File: src/rtl/tm1637_responder.sv
// TM1637 bus slave: decodes data/address/display commands, strobes display writes, answers key reads.
// Optional display register file with read port when TM1637_RESPONDER_RAM_EN is defined.
module tm1637_responder #(
   parameter int SYNC_STAGES = 2,
   parameter int NUM_DIGITS  = 6
) (
   input  logic       clk,
   input  logic       rst,
   input  logic       tm1637_clk,
   input  logic       tm1637_dio,
   output logic       dio_oe,
   input  logic [7:0] key_code,
   output logic       wr_en,
   output logic [2:0] wr_addr,
   output logic [7:0] wr_data,
   output logic       display_on,
   output logic [2:0] brightness,
   output logic       frame_err,
`ifdef TM1637_RESPONDER_RAM_EN
   input  logic [2:0] rd_addr,
   output logic [7:0] rd_data,
`endif
   output logic [2:0] dbg_state
);

   localparam logic [2:0] S_IDLE = 3'd0;
   localparam logic [2:0] S_RX   = 3'd1;
   localparam logic [2:0] S_ACK  = 3'd2;
   localparam logic [2:0] S_TX   = 3'd3;
   localparam logic [2:0] S_WAIT = 3'd4;

   // What the next received byte means within the current frame.
   localparam logic [1:0] K_CMD    = 2'd0;
   localparam logic [1:0] K_DATA   = 2'd1;
   localparam logic [1:0] K_EXTRA  = 2'd2;
   localparam logic [1:0] K_IGNORE = 2'd3;

   localparam logic [2:0] LAST_ADDR = 3'(NUM_DIGITS - 1);
   localparam logic [3:0] NUM_D4    = 4'(NUM_DIGITS);

   logic [SYNC_STAGES-1:0] r_clk_sync, r_dio_sync;
   logic r_clk_d, r_dio_d;
   logic w_clk, w_dio, w_clk_rise, w_clk_fall, w_start, w_stop;

   logic [2:0] r_state;
   logic [3:0] r_bitcnt;
   logic [7:0] r_shift;
   logic [1:0] r_kind;
   logic [2:0] r_ptr;
   logic       r_fixed;
   logic       r_tx_go;
   logic [7:0] r_key;
   logic [3:0] r_txcnt;

   // Synchronisers idle high to match the released bus.
   always_ff @(posedge clk or posedge rst) begin
      if (rst) begin
         r_clk_sync <= '1;
         r_dio_sync <= '1;
         r_clk_d    <= 1'b1;
         r_dio_d    <= 1'b1;
      end else begin
         r_clk_sync <= {r_clk_sync[SYNC_STAGES-2:0], tm1637_clk};
         r_dio_sync <= {r_dio_sync[SYNC_STAGES-2:0], tm1637_dio};
         r_clk_d    <= r_clk_sync[SYNC_STAGES-1];
         r_dio_d    <= r_dio_sync[SYNC_STAGES-1];
      end
   end

   assign w_clk      = r_clk_sync[SYNC_STAGES-1];
   assign w_dio      = r_dio_sync[SYNC_STAGES-1];
   assign w_clk_rise = w_clk & ~r_clk_d;
   assign w_clk_fall = ~w_clk & r_clk_d;
   assign w_start    = w_clk & r_clk_d & r_dio_d & ~w_dio;
   assign w_stop     = w_clk & r_clk_d & ~r_dio_d & w_dio;
   assign dbg_state  = r_state;

   always_ff @(posedge clk or posedge rst) begin
      if (rst) begin
         r_state    <= S_IDLE;
         r_bitcnt   <= 4'd0;
         r_shift    <= 8'd0;
         r_kind     <= K_CMD;
         r_ptr      <= 3'd0;
         r_fixed    <= 1'b0;
         r_tx_go    <= 1'b0;
         r_key      <= 8'd0;
         r_txcnt    <= 4'd0;
         dio_oe     <= 1'b0;
         wr_en      <= 1'b0;
         wr_addr    <= 3'd0;
         wr_data    <= 8'd0;
         display_on <= 1'b0;
         brightness <= 3'd0;
         frame_err  <= 1'b0;
      end else begin
         wr_en     <= 1'b0;
         frame_err <= 1'b0;
         if (w_start) begin
            if (r_state == S_RX && r_bitcnt != 4'd0) frame_err <= 1'b1;
            r_state  <= S_RX;
            r_bitcnt <= 4'd0;
            r_kind   <= K_CMD;
            r_tx_go  <= 1'b0;
            dio_oe   <= 1'b0;
         end else if (w_stop) begin
            r_state <= S_IDLE;
            r_tx_go <= 1'b0;
            dio_oe  <= 1'b0;
         end else begin
            case (r_state)
               S_RX: begin
                  if (w_clk_rise && r_bitcnt < 4'd8) begin
                     r_shift[r_bitcnt[2:0]] <= w_dio;
                     r_bitcnt <= r_bitcnt + 4'd1;
                  end else if (w_clk_fall && r_bitcnt == 4'd8) begin
                     r_state <= S_ACK;
                     dio_oe  <= 1'b1;
                     case (r_kind)
                        K_CMD: begin
                           case (r_shift[7:6])
                              2'b01: begin
                                 r_fixed <= r_shift[2];
                                 r_kind  <= K_EXTRA;
                                 if (r_shift[1:0] == 2'b10) begin
                                    r_tx_go <= 1'b1;
                                    r_key   <= key_code;
                                 end
                              end
                              2'b11: begin
                                 r_ptr  <= r_shift[2:0];
                                 r_kind <= K_DATA;
                              end
                              2'b10: begin
                                 display_on <= r_shift[3];
                                 brightness <= r_shift[2:0];
                                 r_kind     <= K_EXTRA;
                              end
                              default: begin
                                 frame_err <= 1'b1;
                                 r_kind    <= K_IGNORE;
                              end
                           endcase
                        end
                        K_DATA: begin
                           if ({1'b0, r_ptr} < NUM_D4) begin
                              wr_en   <= 1'b1;
                              wr_addr <= r_ptr;
                              wr_data <= r_shift;
                           end else begin
                              frame_err <= 1'b1;
                           end
                           if (!r_fixed) r_ptr <= (r_ptr == LAST_ADDR) ? 3'd0 : r_ptr + 3'd1;
                        end
                        K_EXTRA: frame_err <= 1'b1;
                        default: ;
                     endcase
                  end
               end
               S_ACK: begin
                  if (w_clk_fall) begin
                     r_bitcnt <= 4'd0;
                     if (r_tx_go) begin
                        r_state <= S_TX;
                        r_tx_go <= 1'b0;
                        dio_oe  <= ~r_key[0];
                        r_txcnt <= 4'd1;
                     end else begin
                        r_state <= S_RX;
                        dio_oe  <= 1'b0;
                     end
                  end
               end
               S_TX: begin
                  if (w_clk_fall) begin
                     if (r_txcnt == 4'd8) begin
                        dio_oe  <= 1'b0;
                        r_state <= S_WAIT;
                     end else begin
                        dio_oe  <= ~r_key[r_txcnt[2:0]];
                        r_txcnt <= r_txcnt + 4'd1;
                     end
                  end
               end
               default: ;
            endcase
         end
      end
   end

`ifdef TM1637_RESPONDER_RAM_EN
   logic [7:0] r_ram [0:NUM_DIGITS-1];

   always_ff @(posedge clk or posedge rst) begin
      if (rst) begin
         for (int i = 0; i < NUM_DIGITS; i++) r_ram[i] <= 8'd0;
         rd_data <= 8'd0;
      end else begin
         if (wr_en) r_ram[wr_addr] <= wr_data;
         rd_data <= ({1'b0, rd_addr} < NUM_D4) ? r_ram[rd_addr] : 8'd0;
      end
   end
`endif

endmodule

File: config.mk
export PLATFORM = sky130hd
export DESIGN_NAME = tm1637_responder
export DESIGN_NICKNAME = d
export VERILOG_FILES = /design/src/rtl/tm1637_responder.sv
export SDC_FILE = /design/constraint.sdc
export NUM_CORES = 1
export LEC_CHECK = 0
export CAP_MARGIN = 10
export CORE_MARGIN = 1.5
export CORE_UTILIZATION = 52
export CTS_BUF_LIST = sky130_fd_sc_hd__clkbuf_4 sky130_fd_sc_hd__clkbuf_8
export DETAILED_ROUTE_END_ITERATION = 7
export PLACE_DENSITY = 0.79
export SLEW_MARGIN = 20
export SYNTH_ARGS = -nofsm -noshare
export SYNTH_HDL_FRONTEND = slang
export SYNTH_SLANG_ARGS = --single-unit
File: constraint.sdc
create_clock -name clk -period 2.1 [get_ports clk]
set_input_delay 0.42 -clock clk [delete_from_list [all_inputs] [get_ports clk]]
set_output_delay 0.42 -clock clk [all_outputs]
set_load 0.02 [all_outputs]
==> summary.log <==
INFO  critical_path  timing.critical_path.to_type=flop
INFO  finish         final_core_util=0.680
INFO  timing         setup_total_negative_slack=0ns
INFO  pwr            static-leakage-power=0.00156uW
INFO  logic_synthesis synth_mux_area_frac=0.148
INFO  cts            clk-insertion-delay-late=0.34ns
INFO  critical_path  worstPathBufferInverterCount=2
INFO  logic_synthesis synth_flop_cell=dfrtp_1
INFO  timing         setup_viol=0
INFO  flow_run       timing.max_cap.violations=0
INFO  grt            grt_start_max_net_pins=59
INFO  logic_synthesis synth_top_family_by_area=simple AND/OR/NAND/NOR gates
INFO  placed_design  place_area=3340um^2
INFO  detailed_routing average_wire_length_per_cell_after_detail_routing=16.1um
INFO  grt            grt-ovfl-total=0
INFO  min_path       min_from=r_dio_sync[0]
INFO  floorplanning  coreArea=5240um^2
INFO  pwr            peak_supply_drop=0.616mV
INFO  timing         finalClockSkew=0.00728ns
INFO  floorplanning  die_height=77.5um
INFO  detailed_routing detail_route.drc_violations=0
INFO  timing         rsz0062_at_grt=false
INFO  logic_synthesis post-synth-top-area-fraction=0.451
INFO  grt            first_global_vias=2143
INFO  critical_path  startpoint_type=flop
INFO  finish         final_nets=316
INFO  timing         max_slew.worst_pin.slew=0.607ns
INFO  critical_path  reg2reg_depth=7
INFO  logic_synthesis xor_and_xnor_fraction_of_the_mapped_netlist_area=0.00304
INFO  floorplanning  initial_utilization=0.551
INFO  min_path       hold_path_end=r_dio_sync[1]
INFO  finish         layout-area-overhead-vs-synth=23.5%
INFO  grt            grt_usage=0.224
INFO  grt            grt_pass1_wl=10400um
INFO  logic_synthesis synth_compound_area_frac=0.0911
INFO  cts            cts_tree=done
INFO  detailed_routing firstDrtPassIters=4
INFO  critical_path  critical_setup_path_class=flop to flop
INFO  detailed_routing route.vias.total=2152
INFO  logic_synthesis post-synth-top-count-cell=dfrtp_1
INFO  logic_synthesis synth_edf_count=0
INFO  logic_synthesis synth.avg_cell_area=11.5um^2
INFO  cts            ctsHtreeMaxLevel=3
INFO  finish         antenna_cells=0
INFO  finish         drive_above_1_share=0.243
INFO  pwr            pwr_per_cell_area=826nW/um^2
INFO  critical_path  worstPathCellList=inv_1, ha_1, and3b_1, nand3_1, nor3b_2, buf_4, mux2_2
INFO  detailed_routing drt_iter0_markers=178
INFO  timing         maxSlewViolCount=0
INFO  logic_synthesis yosys.area_share.simple=0.187
INFO  logic_synthesis async_flop_share=1.00
INFO  cts            cts_inserted_buffers=9
INFO  logic_synthesis yosysSeqAreaShare=0.506
INFO  logic_synthesis post_synth_fa_ha_maj_area_fraction=0.0390
INFO  critical_path  critPathMaxStageDelay=0.42ns
INFO  cts            cts.clk_slew.worst_paths=0.07ns
INFO  placed_design  half_perimeter_wire_length_after_placement=4200um
INFO  min_path       hold_path_class=flop to flop
INFO  critical_path  r2r_end=wr_addr[1]
INFO  logic_synthesis synth_top_cell_by_area=dfrtp_1
INFO  logic_synthesis postSynthNetCount=271
INFO  grt            grt_antenna_before_repair=0
INFO  critical_path  r2r_start=r_bitcnt[0]
INFO  timing         achievable-frequency=0.496GHz
INFO  critical_path  worstPathMaxFanout=12
INFO  critical_path  worst-endpoint-required=2.32ns
INFO  cts            clock_sinks=58
INFO  critical_path  worst_ep_arrival_time=2.23ns
INFO  placed_design  port_buffers=32
INFO  logic_synthesis post_synth_instance_area=2880um^2
INFO  finish         final_design_area_no_fill=3560um^2
INFO  floorplanning  rows=26
INFO  logic_synthesis synth_warnings=0
INFO  detailed_routing drt_wl_total=5940um
INFO  timing         hold_ws=0.358ns
INFO  detailed_routing routed_via_count_divided_by_cell_count=5.82
INFO  finish         multi_input_comb_area=1350um^2
INFO  finish         area.sequential=1460um^2
INFO  floorplanning  floorplan.io_pins=33
INFO  logic_synthesis synthDistinctLibCells=54
INFO  floorplanning  die_outline_area=6000um^2
INFO  status         run_status=finished clean
INFO  logic_synthesis synthTopCellsByCount=52 x dfrtp_1, 28 x mux2_2, 19 x nand2_1, 13 x nand3_1
INFO  detailed_routing postRouteAntennaNets=0
INFO  cts            cts_root_buf=clkbuf_8
INFO  cts            clock_path_buffers=2
INFO  logic_synthesis synthesis.instances=250
INFO  critical_path  critical_path.slowest_cell=dfrtp_1
INFO  timing         hold_viol_final=0
INFO  cts            ctsHoldBuffers=0
INFO  timing         final_period_minus_worst_setup_slack=2.02ns
INFO  timing         timing.slew.headroom=0.590
INFO  critical_path  reg2reg_setup_slack=0.08ns
INFO  finish         final.fill_count=400
INFO  logic_synthesis yosys-top-cells-area=dfrtp_1 45%, mux2_2 11%, dfstp_2 5.5%
INFO  timing         layout_worst_path_cycle_share=0.960
INFO  floorplanning  die_x=77.5um
INFO  placed_design  place_congestion=0.925
INFO  min_path       hold_crit_depth=0
INFO  critical_path  timing.critical_path.max_delay_family=simple AND/OR/NAND/NOR gates
INFO  logic_synthesis postSynthRegisterBits=58
[cell usage in the layout, fill, tap and decap left out, drive strengths merged, types with 7 or more instances in the layout]
cell type      netlist  layout
dfrtp               52      52
mux2                33      33
clkdlybuf4s50        0      32
nand2               19      19
nand3               14      14
nor2                11      11
o21ai               11      11
inv                 10      10
buf                  4      10
ha                   9       9
clkbuf               4       9
a21oi                7       7
[final cells by class]
class                      count  share of cell area
clock inverter                 7              0.0264
sequential                    58               0.410
tap                           70              0.0246
timing repair buffer          42               0.115
inverter                      10              0.0105
multi-input combinational    174               0.379
clock buffer                   9              0.0348
[registers in the layout (all words and copies together), names as in the netlist, 2 cells and up]
register and count:
wr_data 8, r_shift 8, brightness 3, r_dio_sync 2
dbg_state 3, wr_addr 3, r_bitcnt 4, r_clk_sync 2
r_key 8, r_txcnt 4, r_kind 2, r_ptr 3
[per-layer routing]
layer  track usage  part of all wire
met5             0                 0
met4        0.0745             0.014
met3        0.0659             0.067
met2         0.346              0.47
met1         0.304              0.45
[power by group]
| group | internal, uW | switching (uW) |
|---|---|---|
| sequential | 1220 | 128 |
| clock | 664 | 449 |
| combinational | 222 | 258 |
| total | 2110 | 835 |
[cells by family (layout without fill, tap and decap cells)]
group                      after synthesis  after routing
and+or+nand+nor                         88             88
DFF                                     58             58
AOI/OAI and AO/OA                       40             40
muxes                                   36             36
buffers and inverters                   18             68
adders and majority gates                9              9
xor gates and xnor gates                 1              1
[worst max-delay path by stage]
stage / start / end / slack [ns] / cells past startpoint
floorplan: r_bitcnt[1] / wr_addr[0] / 0.14 / 7
global placement: r_bitcnt[0] / wr_data[0] / 0.18 / 7
detailed placement: r_bitcnt[0] / wr_data[7] / 0.11 / 7
CTS: dbg_state[2] / dbg_state[2] / 0.006 / 2
global route: r_clk_sync[1] / r_shift[6] / 0.008 / 4
finish: r_bitcnt[0] / wr_addr[1] / 0.08 / 7
[repair_timing]
action / CTS / global route
buffers inserted: 0 / 0
resized for setup: 0 / 1
endpoints found under the setup margin: 0 / 1
[per-stage QoR]
step	std cells	power (uW)	worst slack, ns
2_1_floorplan	250	1650	0.141
5_1_grt	370	3080	0.00796
6_report	370	2940	0.0848
4_1_cts	370	2970	0.00569
3_3_place_gp	354	1820	0.181
3_5_place_dp	354	1840	0.115
Power figures use the tool's default switching activity.
==> edit 1 (same settings) <==
Set the parameter `SYNC_STAGES` to 4 (it was 2).
--- a/src/rtl/tm1637_responder.sv
+++ b/src/rtl/tm1637_responder.sv
@@ -1,7 +1,7 @@
 // TM1637 bus slave: decodes data/address/display commands, strobes display writes, answers key reads.
 // Optional display register file with read port when TM1637_RESPONDER_RAM_EN is defined.
 module tm1637_responder #(
-   parameter int SYNC_STAGES = 2,
+   parameter int SYNC_STAGES = 4,
    parameter int NUM_DIGITS  = 6
 ) (
    input  logic       clk,
Check against the original RTL: not equivalent (Yosys sat finds a counterexample within 4 cycles, from zero or initial values and one cycle with rst high).
==> edit 1 against the unedited design <==
- design area up 1.7%
- register-to-register slack better by 0.18 ns
- hold slack worse by 0.0073 ns
- area after synthesis up 3.7%
- largest cell class unchanged
- setup slack better by 0.092 ns
- power down 3.0%
- critical path depth down 5
- wire length down 5.6%
- sequential cell count up 4
- global-route usage down 2.2 points
- synthesized cell count down 3.2%
- critical endpoint is now dbg_state[1]
==> edit 1: results (changes against the unedited design) <==
Clk buf depth = 2 (unchanged)
Worst-skew pair later-pin latency = 0.34 ns (about the same)
Post-synthesis net count = 263 (-3.0%)
First-pass GRT wire length = 9.49 mm (-8.7%)
PortBufs = 32 (unchanged)
Drt first pass iters = 4 (unchanged)
Root Driver = clkbuf_8
P_leak = 1.64 nW (+4.9%)
Layout cells sized above 1 = 0.222 (-0.0211)
Dpl ws = 0.272 ns (+0.157 ns)
Synth area leaders = dfrtp_1 (43%), dfstp_2 (8.8%), mux2_1 (4.9%)
Routed vias/inst = 5.69 (-2.1%)
Layout Skew = 0.00617 ns (-0.00111 ns)
Worst-path maximum fanout = 10 (-2)
Outcome = finished, final reports clean
CTS H-tree depth = 3 (unchanged)
Slowest-stage cell, CP = clkdlybuf4s50_1
CP arrival = 1.50 ns (-0.73 ns)
Synthesized netlist cell count = 242 (-3.2%)
Fraction of registers with async set/reset = 1.00 (unchanged)
Largest net degree at the start of global routing = 63 (+6.8%)
Max incr delay on CP = 0.61 ns (+0.19 ns)
Post-synth top area cell = dfrtp_1
Maximum vdd ir drop = 0.000800 V (+30%)
GRT Total Usage = 0.202 (-0.0224)
Placed inst area = 3410 µm² (+2.1%)
Sequential area share after synthesis = 0.523 (+0.0169)
Antenna Cells = 0 (unchanged)
Placed insts = 344 (-2.8%)
CTS buffer count = 9 (unchanged)
Nets = 304 (-3.8%)
Vias in the first global route = 1,972 (-8.0%)
Worst min path class = reg2reg
Most frequent cells after synthesis = dfrtp_1 (52), nand2_1 (15), nor2_1 (14), mux2_1 (13), o21ai_0 (13)
Worst R2R Start = r_bitcnt[0]
TritonCTS clock tree = yes
Placer Congestion = 0.933 (+0.82%)
Setup bufs post-CTS = 0 (unchanged)
Fill cells = 436 (+9.0%)
Synth Warn # = 0 (unchanged)
Post-CTS sizing = 0 (unchanged)
Finished Layout Cells = 360 (-2.7%)
DP HPWL = 3.91 mm (-7.0%)
Worst setup path startpoint = dbg_state[1]
Synth cell types = 57 (+5.6%)
Initial antenna violation count = 0 (unchanged)
Critical hold path startpoint = r_clk_sync[1]
Iteration-0 DRC Markers = 157 (-12%)
Worst slew pin tran = 0.440 ns (-0.167 ns)
Avg WL per Cell = 15.6 µm (-3.0%)
Top Registers = r_key (8), r_shift (8), wr_data (8)
[edit 1: changes by cell type after synthesis, sizes merged, moves of 4 or more]
cell	change
a21oi	-4
dfstp	+4
nor2b	+4
mux2	-4
nand3	-7
nor4	-6
and4bb	+4
[edit 1: critical path: cells and delay by family, from the launching register on]
kind                   cells  cell delay (ns)
flip-flops                 1             0.38
buffers and inverters      2             0.79
[edit 1: layout make-up]
cell class,instances,area (µm²),share of cell area
clock buffer,13,166,0.0460
clock inverter,3,42.5,0.0117
inverter,12,45.0,0.0124
multi-input combinational,160,1340,0.369
sequential,62,1560,0.432
tap,72,90.1,0.0249
timing repair buffer,38,378,0.104
[edit 1: path summary, 6_finish.rpt]
path                                  to  slack, ns  cells after the start
max                         dbg_state[1]       0.18                      2
min reg2reg                r_clk_sync[2]       0.35                      0
min                        r_clk_sync[2]       0.35                      0
max reg2reg                brightness[2]       0.26                      6
max in group asynchronous        r_dio_d       1.34                      3
min in group asynchronous    r_bitcnt[1]       0.46                      3
[edit 1: where the power goes]
part / internal (mW) / leakage [nW] / switching, mW / total, mW
logic: 0.180 / 0.729 / 0.200 / 0.380
clock network: 0.637 / 0.106 / 0.442 / 1.08
registers: 1.29 / 0.805 / 0.109 / 1.39
[edit 1: per-layer routing]
| layer | vias up | part of all wire | routed length, µm | global-route usage |
|---|---|---|---|---|
| li1 | 961 | - | - | - |
| met5 | - | 0 | 0 | 0 |
| met2 | 60 | 0.46 | 2580 | 0.291 |
| met3 | 14 | 0.038 | 212 | 0.0414 |
| met1 | 1014 | 0.48 | 2680 | 0.285 |
| met4 | 0 | 0.026 | 143 | 0.111 |
[edit 1: cell families after synthesis]
kind of cell    Yosys count  synth area share
buf+inv                  20            0.0309
compound gates           39            0.0903
simple gates             77             0.171
mux                      33             0.141
flops                    62             0.523
xor+xnor                  2           0.00586
fa+ha+maj                 9            0.0376
[edit 1: metrics by stage]
stage / hold slack (ns) / power, mW
floorplan: 0.345 / 1.64
global placement: 0.346 / 1.78
detailed placement: 0.347 / 1.79
CTS: 0.350 / 2.87
global route: 0.353 / 2.98
finish: 0.351 / 2.85
==> edit 2 (config.mk and constraints unchanged) <==
Without the edit above. Register the input `key_code` before use, cleared by the reset. The logic sees it one clock later. The other inputs are not delayed to match.
--- a/src/rtl/tm1637_responder.sv
+++ b/src/rtl/tm1637_responder.sv
@@ -37,6 +37,16 @@
 
    localparam logic [2:0] LAST_ADDR = 3'(NUM_DIGITS - 1);
    localparam logic [3:0] NUM_D4    = 4'(NUM_DIGITS);
+
+   logic [7:0] key_code_q;
+
+   always_ff @(posedge clk or posedge rst) begin
+      if (rst) begin
+         key_code_q <= '0;
+      end else begin
+         key_code_q <= key_code;
+      end
+   end
 
    logic [SYNC_STAGES-1:0] r_clk_sync, r_dio_sync;
    logic r_clk_d, r_dio_d;
@@ -124,7 +134,7 @@
                                  r_kind  <= K_EXTRA;
                                  if (r_shift[1:0] == 2'b10) begin
                                     r_tx_go <= 1'b1;
-                                    r_key   <= key_code;
+                                    r_key   <= key_code_q;
                                  end
                               end
                               2'b11: begin
Check against the original RTL: same outputs for any inputs over 4 cycles, from zero or initial values and one cycle with rst high; that may be too few to reach the edited logic, so the function may still have changed.
==> edit 2 against the unedited design <==
- design area grew 5.3%
- power grew 2.0%
- setup slack lost 0.064 ns
- clock skew grew 0.0022 ns
- sequential cell count grew 8
- wire length shrank 11%
- area after synthesis grew 2.1%
- sequential power grew 7%
- critical path type unchanged
- critical endpoint is now r_key[6]
- highest routed layer unchanged
==> edit 2: results (changes against the unedited design) <==
Outcome = finished, final reports clean
Worst-path maximum fanout = 9 (-3)
Post-CTS sizing = 1 (+1)
Routed vias/inst = 5.40 (-7.2%)
Worst R2R Start = dbg_state[1]
Reg2reg end = r_key[6]
GRT Total Usage = 0.201 (-0.0236)
R2R Setup Slk = 0.02 ns (-0.06 ns)
Reg2reg path depth = 6 (-1)
DP HPWL = 3.69 mm (-12%)
First-pass GRT wire length = 9.21 mm (-11%)
WL final = 5.32 mm (-11%)
Synth area leaders = dfrtp_1 (51%), mux2_2 (12%), dfstp_2 (5.4%)
Nets = 311 (-1.6%)
P_leak = 1.72 nW (+10%)
Iteration-0 DRC Markers = 139 (-22%)
Layout cells sized above 1 = 0.312 (+0.0685)
Critical hold path startpoint = r_clk_sync[0]
Vias in the first global route = 1,976 (-7.8%)
Placer Congestion = 0.884 (-4.5%)
Sequential area share after synthesis = 0.563 (+0.0574)
Dpl ws = -0.00524 ns (-0.120 ns)
Final hold slack = 0.361 ns (+0.00313 ns)
Synth cell types = 46 (-15%)
Setup bufs post-CTS = 1 (+1)
Worst Hold Path EP = r_clk_sync[1]
==> edit 2: cell count changes after synthesis, sizes merged, moves of 5 or more <==
cell	before	now
dfrtp	52	60
nand3	14	6
nor4	6	0
nand2	19	14
==> edit 2: cell families after synthesis <==
kind of cell / share of synthesized area
buffers and inverters: 0.0319
AND/OR/NAND/NOR: 0.135
XOR/XNOR: 0.00297
AO/OA/AOI/OAI: 0.0807
adder cells (fa/ha/maj): 0.0382
flip-flops: 0.563
multiplexers: 0.148
==> edit 2: through the flow <==
step	std cells	cell area [µm²]	setup TNS [ns]
detailed placement	349	3470	-0.00589
floorplan	236	2950	-1.76
finish	367	3750	0
global route	367	3750	-0.437
CTS	366	3710	-0.0208
global placement	349	3470	0
==> edit 2: how the worst max path moves through the flow <==
stage,from,to,slack [ns]
after CTS,r_bitcnt[0],r_key[2],-0.02
after global routing,dbg_state[1],r_key[7],-0.06
after floorplan,dbg_state[2],r_key[0],-0.14
after detailed placement,r_bitcnt[0],r_key[2],-0.005
final,dbg_state[1],r_key[6],0.02
after global placement,dbg_state[2],r_key[7],0.05
==> edit 2: cell type report <==
| cell class | instances | area, µm² |
|---|---|---|
| Clock inverter | 6 | 88.8 |
| Fill cell | 408 | 1720 |
| Sequential cell | 66 | 1660 |
| Multi-Input combinational cell | 150 | 1240 |
| Timing Repair Buffer | 52 | 495 |
| Tap cell | 72 | 90.1 |
| Inverter | 11 | 41.3 |
| Clock buffer | 10 | 138 |
==> edit 2: per-layer routing <==
metal  track usage  share of wire
met2         0.295           0.47
met4        0.0946          0.026
met5             0              0
met1         0.272           0.47
met3        0.0628          0.030
==> edit 2: power by group <==
group	total [mW]	internal, mW	switching, mW
registers	1.44	1.35	0.0865
clock network	1.19	0.702	0.488
logic	0.369	0.188	0.181
total	3.00	2.24	0.755
